<file path="src/rtl/regfile_wb_arbiter.sv">
// regfile_wb_arbiter: shares the register file write port between ALU and load writebacks
module regfile_wb_arbiter #(
  parameter int MAX_WAIT = 3,
  parameter int ZERO_REG = 31
) (
  input  logic        clk,
  input  logic        reset_n,
  input  logic        freeze,
  input  logic        req0_valid,
  input  logic [4:0]  req0_addr,
  input  logic [63:0] req0_data,
  output logic        req0_ready,
  input  logic        req1_valid,
  input  logic [4:0]  req1_addr,
  input  logic [63:0] req1_data,
  output logic        req1_ready,
  output logic        RegWrite,
  output logic [4:0]  WriteRegister,
  output logic [63:0] WriteData,
  output logic [3:0]  wait_cnt
);
  localparam logic [3:0] MW = 4'(MAX_WAIT);
  localparam logic [4:0] ZR = 5'(ZERO_REG);
  logic        starve;
  logic        xfer;
  logic [4:0]  addr;
  logic [63:0] data;
  // loads win contention until the ALU has been stalled MAX_WAIT cycles
  always_comb begin
    starve     = wait_cnt == MW;
    req0_ready = reset_n && !freeze && req0_valid && (!req1_valid || starve);
    req1_ready = reset_n && !freeze && req1_valid && !(req0_valid && starve);
    xfer       = req0_ready || req1_ready;
    addr       = req0_ready ? req0_addr : req1_addr;
    data       = req0_ready ? req0_data : req1_data;
  end
  // registered write port and ALU starvation counter
  always_ff @(posedge clk or negedge reset_n) begin
    if (!reset_n) begin
      RegWrite      <= 1'b0;
      WriteRegister <= '0;
      WriteData     <= '0;
      wait_cnt      <= '0;
    end else begin
      RegWrite <= xfer && addr != ZR;
      if (xfer) begin
        WriteRegister <= addr;
        WriteData     <= data;
      end
      wait_cnt <= req0_ready ? '0 :
                  (req0_valid && !freeze && !starve) ? wait_cnt + 4'd1 : wait_cnt;
    end
  end
endmodule

</file>
<file path="config.mk">
export PLATFORM = sky130hd
export DESIGN_NAME = regfile_wb_arbiter
export DESIGN_NICKNAME = d
export VERILOG_FILES = /design/src/rtl/regfile_wb_arbiter.sv
export SDC_FILE = /design/constraint.sdc
export NUM_CORES = 1
export LEC_CHECK = 0
export BUFFER_PORTS_ARGS = -buffer_cell sky130_fd_sc_hd__buf_2
export CORE_MARGIN = 2
export CORE_UTILIZATION = 40
export CTS_CLUSTER_DIAMETER = 100
export CTS_CLUSTER_SIZE = 12
export DETAILED_ROUTE_END_ITERATION = 8
export GPL_ROUTABILITY_DRIVEN = 0
export PLACE_DENSITY_LB_ADDON = 0.05
export SLEW_MARGIN = 5
export SYNTH_ARGS = -nofsm -noshare
export SYNTH_HDL_FRONTEND = slang
export SYNTH_SLANG_ARGS = --single-unit
export TNS_END_PERCENT = 1
</file>
<file path="constraint.sdc">
create_clock -name clk -period 3 [get_ports clk]
set_clock_uncertainty 0.2 [all_clocks]
set_input_delay 0.3 -clock clk [delete_from_list [all_inputs] [get_ports clk]]
set_output_delay 0.3 -clock clk [all_outputs]
set_load 0.05 [all_outputs]
</file>
* Word-level counts from Yosys, hierarchy flattened *
Index checks and enable logic that the tools add are counted.

word-level totals
  RAM bits = 0
  register bits = 74
  output and inout bits = 76
  bits in latches = 0
  memories kept = 0
  input bits = 143
  ROM bits = 0

cells by class
  multipliers = 0
  eq/ne operators = 2
  bitwise gates (word level) = 0
  add/subtract/negate cells = 1
  divide/modulo/power cells = 0
  muxes and demuxes = 4
  shift-type cells = 0
  reductions and logical operators = 16
  $lt $le $gt $ge = 0

operator list
  kind                                                                    number
  64-bit two-way mux                                                      1
  1-bit logical AND                                                       9
  4-bit two-way mux                                                       2
  5-bit two-way mux                                                       1
  5-bit != test (second input constant)                                   1
  4-bit by 1-bit adder with 4-bit output (second input constant)          1
  4-bit by 2-bit equality test with 1-bit output (second input constant)  1
  1-bit logical NOT                                                       4
  1-bit logical OR                                                        2
  2-bit nonzero test                                                      1

* Longest topological paths before layout *
Gate-level depths: netlist of run 1.

  depth after elaboration = 7
  gate-level depth with buffers = 7
  gate-level depth less buffers = 5

* Worst setup path before layout of run 1 *
OpenSTA, ideal clock, no wires.

  kind = flip-flop to output port
  from = reg wait_cnt[0]
  to = out req1_ready
  cell stages (with the launch flop) = 6
  buffers on the path = 2
  arrival time = 2061 ps
  path slack = 439 ps
  path through = dfrtp_1 -> ha_1 -> and4bb_1 -> buf_2 -> clkbuf_1 -> nor2_1

on the way
  longest elaborated chain between the ends = 4

RTL lines
  element                                         RTL line  RTL
  from (decl)                                     20        output logic [3:0] wait_cnt
  from (signal assigned)                          50        wait_cnt <= req0_ready ? '0 :
  4-bit by 2-bit equality test with 1-bit output  30        starve = wait_cnt == MW;
  1-bit logical AND                               32        req1_ready = reset_n && !freeze && req1_valid && !(req0_valid && starve);
  1-bit logical NOT                               32
  1-bit logical AND                               32
  to (decl)                                       16        output logic req1_ready,

No other way between the ends.

* Worst setup path in the final report of run 1 *
  from = in reset_n
  to = out req1_ready

on the way
  longest elaborated chain between the ends = 3

RTL lines
  element                          RTL line  RTL
  from (decl)                      7         input logic reset_n,
  1-bit logical AND (3 in series)  32

No other way between the ends.

==> metrics.txt, run 1 <==
status=finished, final reports clean; critical setup path kind=input pin to output pin; GRT Total Usage=0.2571; Max Cap Viol=0; DIE AREA=12140 sq um; fin nets=828; Final Cycle Share=0.8925; setup bufs post-CTS=0; Async SR Flop Fraction=1.000; slowest CP cell=dlygate4sd3_1; cells on worst reg2reg path=6; Pre-antenna DRT Iters=8; initial core utilization=0.4124; fin crit period=2.677 ns; Final Slew Violations=0; antenna violations before repair=0; CORE AREA=10940 sq um; layout cells sized above 1=0.3832; Reg-to-Reg End=WriteData[57]$_DFFE_PN0P_; Synth cell types=36; Final HPWL DP=10400 um; hold-critical path depth=3; Worst Hold Slack=0.01137 ns; hold path start=req0_data[2]; cells after synthesis=492; CTS tree=done; DRC Markers=0; initial drt markers=372; vias in the first global route=4725; Area Overhead vs Synth=31.10%; Hold Path Class=input pin to register; Fmax achieved=373.5 MHz; most common cell after layout, fill and taps aside=buf_2; Worst setup EP type=output pin; Finished Cell Area=5912 sq um; die width=110.2 um; share of the yosys chip area belonging to registers=0.4107; Fin. Hold Viols=0; Slew @ Worst Pin=1.276 ns; total gr overflow=0; Worst-path clk slew=0.05 ns; fillcell total=1021; area of placed instances=5617 sq um; site row count=38; Via density=5.847; Final TNS setup=0 ns; Lkg Pwr=2.682 nW; Reg2Reg Launch Point=wait_cnt[0]$_DFFE_PN0P_; I/O Pins=219; Critical Path Source Type=input pin; Hold EP=WriteData[2]$_DFFE_PN0P_; Worst-Skew Late Latency=0.33 ns; final antenna-violating net count=0; Hold Buf Count CTS=3; first-pass GRT wire length=24380 um; CTS Buf Count=9; DR vias=4847; wire length per cell=18.69 um; H-tree depth=3; syn nets=636; commonest cells after routing, fill and taps aside=216 x buf_2, 74 x dfrtp_1, 71 x nor3_1, 49 x inv_1, 44 x nand2b_1; syn_area_per_cell=9.165 sq um; Top FF cell, synth=dfrtp_1; worst slew margin relative to its limit=0.1490; Ys Warns=0; Crit Path Max Fanout=24; post_cts resized=0; PortBufs=218; Crit path required time=2.50 ns; CTS Buffer Depth=2; flops & latches, synth=74; Die Y-Extent=110.2 um; # diodes=0; Root Driver=clkbuf_16; critical path cell sequence=dlygate4sd3_1 -> buf_4 -> nand3b_1 -> nor2_1 -> buf_2; CP peak stage delay=0.56 ns; EDFF count, synth=0; CP arrival=2.18 ns; Post-Route WL=15490 um; Peak VDD IR=0.3238 mV; clk sinks=74; largest net degree at the start of global routing=59; mapped cell area=4509 sq um; power per cell area=718.7 nW/um^2; flop-to-flop setup slack=0.59 ns; # setup viols final=0; RSZ-0062 raised after global routing=false
[power by group]
part           switching [mW]  leakage, nW  internal (mW)  total, mW
clock network           0.407        0.133          0.579      0.986
registers               0.172        0.853           1.23       1.40
logic                    1.35         1.70          0.512       1.86
[synth_stat cells, drive strengths merged (4+ instances only)]
master,count,area (sq um)
buf,29,195.2
a221oi,25,281.5
a21oi,4,20.02
dfrtp,74,1852
nand2b,45,281.5
nand3,4,20.02
o22ai,42,262.8
o32ai,42,367.9
o21ai,5,25.02
nor2,8,30.03
clkbuf,25,93.84
a211oi,42,315.3
nor3,71,355.3
inv,51,191.4
[worst max-delay path: cells and delay by family]
family | cells | cell delay [ns]
buffers and inverters | 3 | 1.17
AND/OR/NAND/NOR | 2 | 0.69
[state kept, by name, summed over array words and instances, names as in the netlist]
register	count
WriteRegister	5
RegWrite	1
wait_cnt	4
WriteData	64
[through the flow]
step                      worst slack [ns]  instances  utilization  total power, mW
after floorplan                     0.4388        492            -            2.766
after global placement              0.6469        810       0.5136            3.248
after detailed placement            0.5845        810       0.5136            3.281
after CTS                           0.2861        829       0.5406            4.284
after global routing                0.2244        829       0.5406            4.474
final                               0.3225        829       0.5406            4.249
[layer usage]
| layer | GRT usage | wire length (um) | share of wire | up-vias |
|---|---|---|---|---|
| met5 | 0 | 0 | 0 | - |
| li1 | - | - | - | 2263 |
| met2 | 0.4246 | 7238 | 0.47 | 231 |
| met4 | 0.1054 | 358 | 0.023 | 0 |
| met1 | 0.3267 | 6463 | 0.42 | 2327 |
| met3 | 0.05526 | 1432 | 0.092 | 26 |
[logic make-up (layout without fill, tap and decap cells)]
logic type,count (synthesis),in the layout,synth area share
compound gates,165,165,0.2922
simple gates,146,146,0.1856
buf+inv,105,302,0.1066
flops,74,74,0.4107
fa+ha+maj,1,1,0.002774
mux,1,1,0.002220
[worst max-delay path by stage]
stage                            start  slack, ns  cells after the start                         to
6_report                       reset_n       0.32                      5                 req1_ready
5_1_grt                        reset_n       0.22                      5                 req1_ready
4_1_cts                        reset_n       0.29                      6                 req0_ready
3_5_place_dp   wait_cnt[0]$_DFFE_PN0P_       0.58                      6  WriteData[57]$_DFFE_PN0P_
3_3_place_gp   wait_cnt[0]$_DFFE_PN0P_       0.65                      6  WriteData[46]$_DFFE_PN0P_
2_1_floorplan  wait_cnt[0]$_DFFE_PN0P_       0.44                      5                 req1_ready
[cell type report]
class                      count  area [sq um]  share of cell area
clock buffer                  13         250.2             0.04233
tap                          140         175.2             0.02963
timing repair buffer         235          1244              0.2104
inverter                      51         191.4             0.03238
multi-input combinational    313          2185              0.3695
sequential                    74          1852              0.3132
clock inverter                 3         15.01            0.002540
Note: power is estimated with default switching activity, not from simulation.
==> run 2, diff against run 1 <==
--- a/config.mk
+++ b/config.mk
@@ -6,8 +6,10 @@
 export NUM_CORES = 1
 export LEC_CHECK = 0
 export BUFFER_PORTS_ARGS = -buffer_cell sky130_fd_sc_hd__buf_2
+export CELL_PAD_IN_SITES_DETAIL_PLACEMENT = 0
+export CELL_PAD_IN_SITES_GLOBAL_PLACEMENT = 1
 export CORE_MARGIN = 2
-export CORE_UTILIZATION = 40
+export CORE_UTILIZATION = 36
 export CTS_CLUSTER_DIAMETER = 100
 export CTS_CLUSTER_SIZE = 12
 export DETAILED_ROUTE_END_ITERATION = 8
==> run 2 against run 1 <==
Cell area increased by 0.83%. Worst setup slack improved by 0.015 ns. Clock power increased by 5%. Sequential share of layout area decreased by 0.26 points. Fmax increased by 0.56%. Utilization decreased by 4.8 points. Cell count increased by 3.3%. Power increased by 1.3%. Wire length increased by 3.5%. Critical endpoint is now req0_ready.
==> metrics.txt, run 2 (synthesis gave the netlist of run 1 again) <==
layout cells sized above 1=0.3857; Reg2Reg Launch Point=wait_cnt[0]$_DFFE_PN0P_; power per cell area=722.4 nW/um^2; Final Slew Violations=0; Lkg Pwr=2.688 nW; Biggest register=WriteData; critical setup path kind=register to output pin; Die Y-Extent=115.9 um; Worst-path clk slew=0.06 ns; final cell count without fillers=856; Finished Cell Area=5961 sq um; Setup WS pre-CTS=0.5606 ns; initial core utilization=0.3723; first-pass GRT wire length=25040 um; flop-to-flop setup slack=0.72 ns; sequential power share=0.325; DR vias=4784; status=finished, final reports clean; combinational power share=0.434; setup bufs post-CTS=0; Worst setup EP type=output pin; Slew @ Worst Pin=0.9359 ns; most used routing layer=met2; Worst-Skew Late Latency=0.33 ns; most common cell after layout, fill and taps aside=buf_2; Final TNS setup=0 ns; biggest regs=WriteData (64), WriteRegister (5), wait_cnt (4); cell total after placement=838; initial drt markers=319; Max Cap Viol=0; fillcell total=1233; commonest cells after routing, fill and taps aside=216 x buf_2, 74 x dfrtp_1, 71 x nor3_1, 49 x inv_1, 44 x nand2b_1; # setup viols final=0; GR met3 Demand/Resource=0.05021; CTS tree=done; Final Cycle Share=0.8876; final worst slack=0.3373 ns; fin crit period=2.663 ns; vias in the first global route=4788; Core Util, Final=0.4921; Area Overhead vs Synth=32.19%; worst slew margin relative to its limit=0.3751; total gr overflow=0; post_cts resized=0; cells on worst reg2reg path=6; H-tree depth=3; cell-internal power=2.364 mW; Crit path required time=2.50 ns; RSZ-0062 raised after global routing=false; die width=115.9 um; fin nets=826; largest net degree at the start of global routing=60; CTS Buf Count=9; Multi-input gate area=2185 sq um; Final HPWL DP=10720 um; Critical Path Source Type=register; wire length per cell=18.73 um; GRT Total Usage=0.2364; hold path start=req0_data[61]; antenna violations before repair=0; Crit Path Max Fanout=14; max FFs per register=64; final antenna-violating net count=0; CP arrival=2.16 ns; site row count=40; sw power=1.942 mW; Clk pwr share=0.241; Via density=5.589; hold-critical path depth=3; met2 Use GR=0.3984; area of placed instances=5664 sq um; Peak VDD IR=0.3091 mV; Fin. Hold Viols=0; Switching Fraction=0.4510; I/O Pins=219; M1 GR Usage=0.3055; PortBufs=218; Root Driver=clkbuf_16; clk sinks=74; DRC Markers=0; DIE AREA=13440 sq um; CORE AREA=12110 sq um; Hold Path Class=input pin to register; CTS Buffer Depth=2; Reg-to-Reg End=WriteData[24]$_DFFE_PN0P_; register area=1852 sq um; Hold EP=WriteData[61]$_DFFE_PN0P_; Post-Route WL=16040 um; Fmax achieved=375.6 MHz; Pre-antenna DRT Iters=5
==> run 2: through the flow <==
stage	power (mW)	hold slack, ns
floorplan	2.766	-0.1956
global placement	3.258	0.01130
detailed placement	3.289	0.01540
CTS	4.339	0.002523
global route	4.526	0.008882
finish	4.306	0.01306
==> run 2: worst max-delay path by stage <==
stage                             from                         to
2_1_floorplan  wait_cnt[0]$_DFFE_PN0P_                 req1_ready
3_3_place_gp                   reset_n  WriteData[30]$_DFFE_PN0P_
3_5_place_dp                   reset_n  WriteData[24]$_DFFE_PN0P_
4_1_cts                        reset_n  WriteData[24]$_DFFE_PN0P_
5_1_grt                        reset_n  WriteData[24]$_DFFE_PN0P_
6_report       wait_cnt[0]$_DFFE_PN0P_                 req0_ready
==> run 2: final cells by class <==
class / count / share of cell area
clock inverter: 2 / 0.001679
multi-input combinational: 313 / 0.3665
inverter: 51 / 0.03212
antenna: 1 / 0.0004198
tap: 168 / 0.03526
timing repair buffer: 233 / 0.2074
sequential: 74 / 0.3107
clock buffer: 14 / 0.04597
==> run 2: worst max-delay path, cell delays in order, from the launching register on <==
cell and delay, ns:
dfrtp_1 0.40, ha_1 0.23, or3b_4 0.40, a21o_1 0.21, inv_2 0.26, buf_2 0.33
==> run 2: repair_timing <==
action                     in CTS  in global routing
hold endpoints to repair       15                  0
hold buffers                    1                  0
setup endpoints to repair       0                  0
==> run 2: power groups by stage <==
stage | Sequential, mW | Combinational [mW] | Clock (mW)
2_1_floorplan | 2.20 | 0.567 | 0
3_5_place_dp | 1.41 | 1.87 | 0
5_1_grt | 1.43 | 1.98 | 1.11
4_1_cts | 1.40 | 1.88 | 1.06
6_report | 1.40 | 1.87 | 1.04
3_3_place_gp | 1.40 | 1.86 | 0
==> run 2: metal layers <==
layer / share of wire / wire length, um / up-vias
met3: 0.067 / 1071 / 20
met4: 0.017 / 278 / 0
met2: 0.48 / 7692 / 175
met1: 0.44 / 6992 / 2324
met5: 0 / 0 / -
li1: - / - / 2265
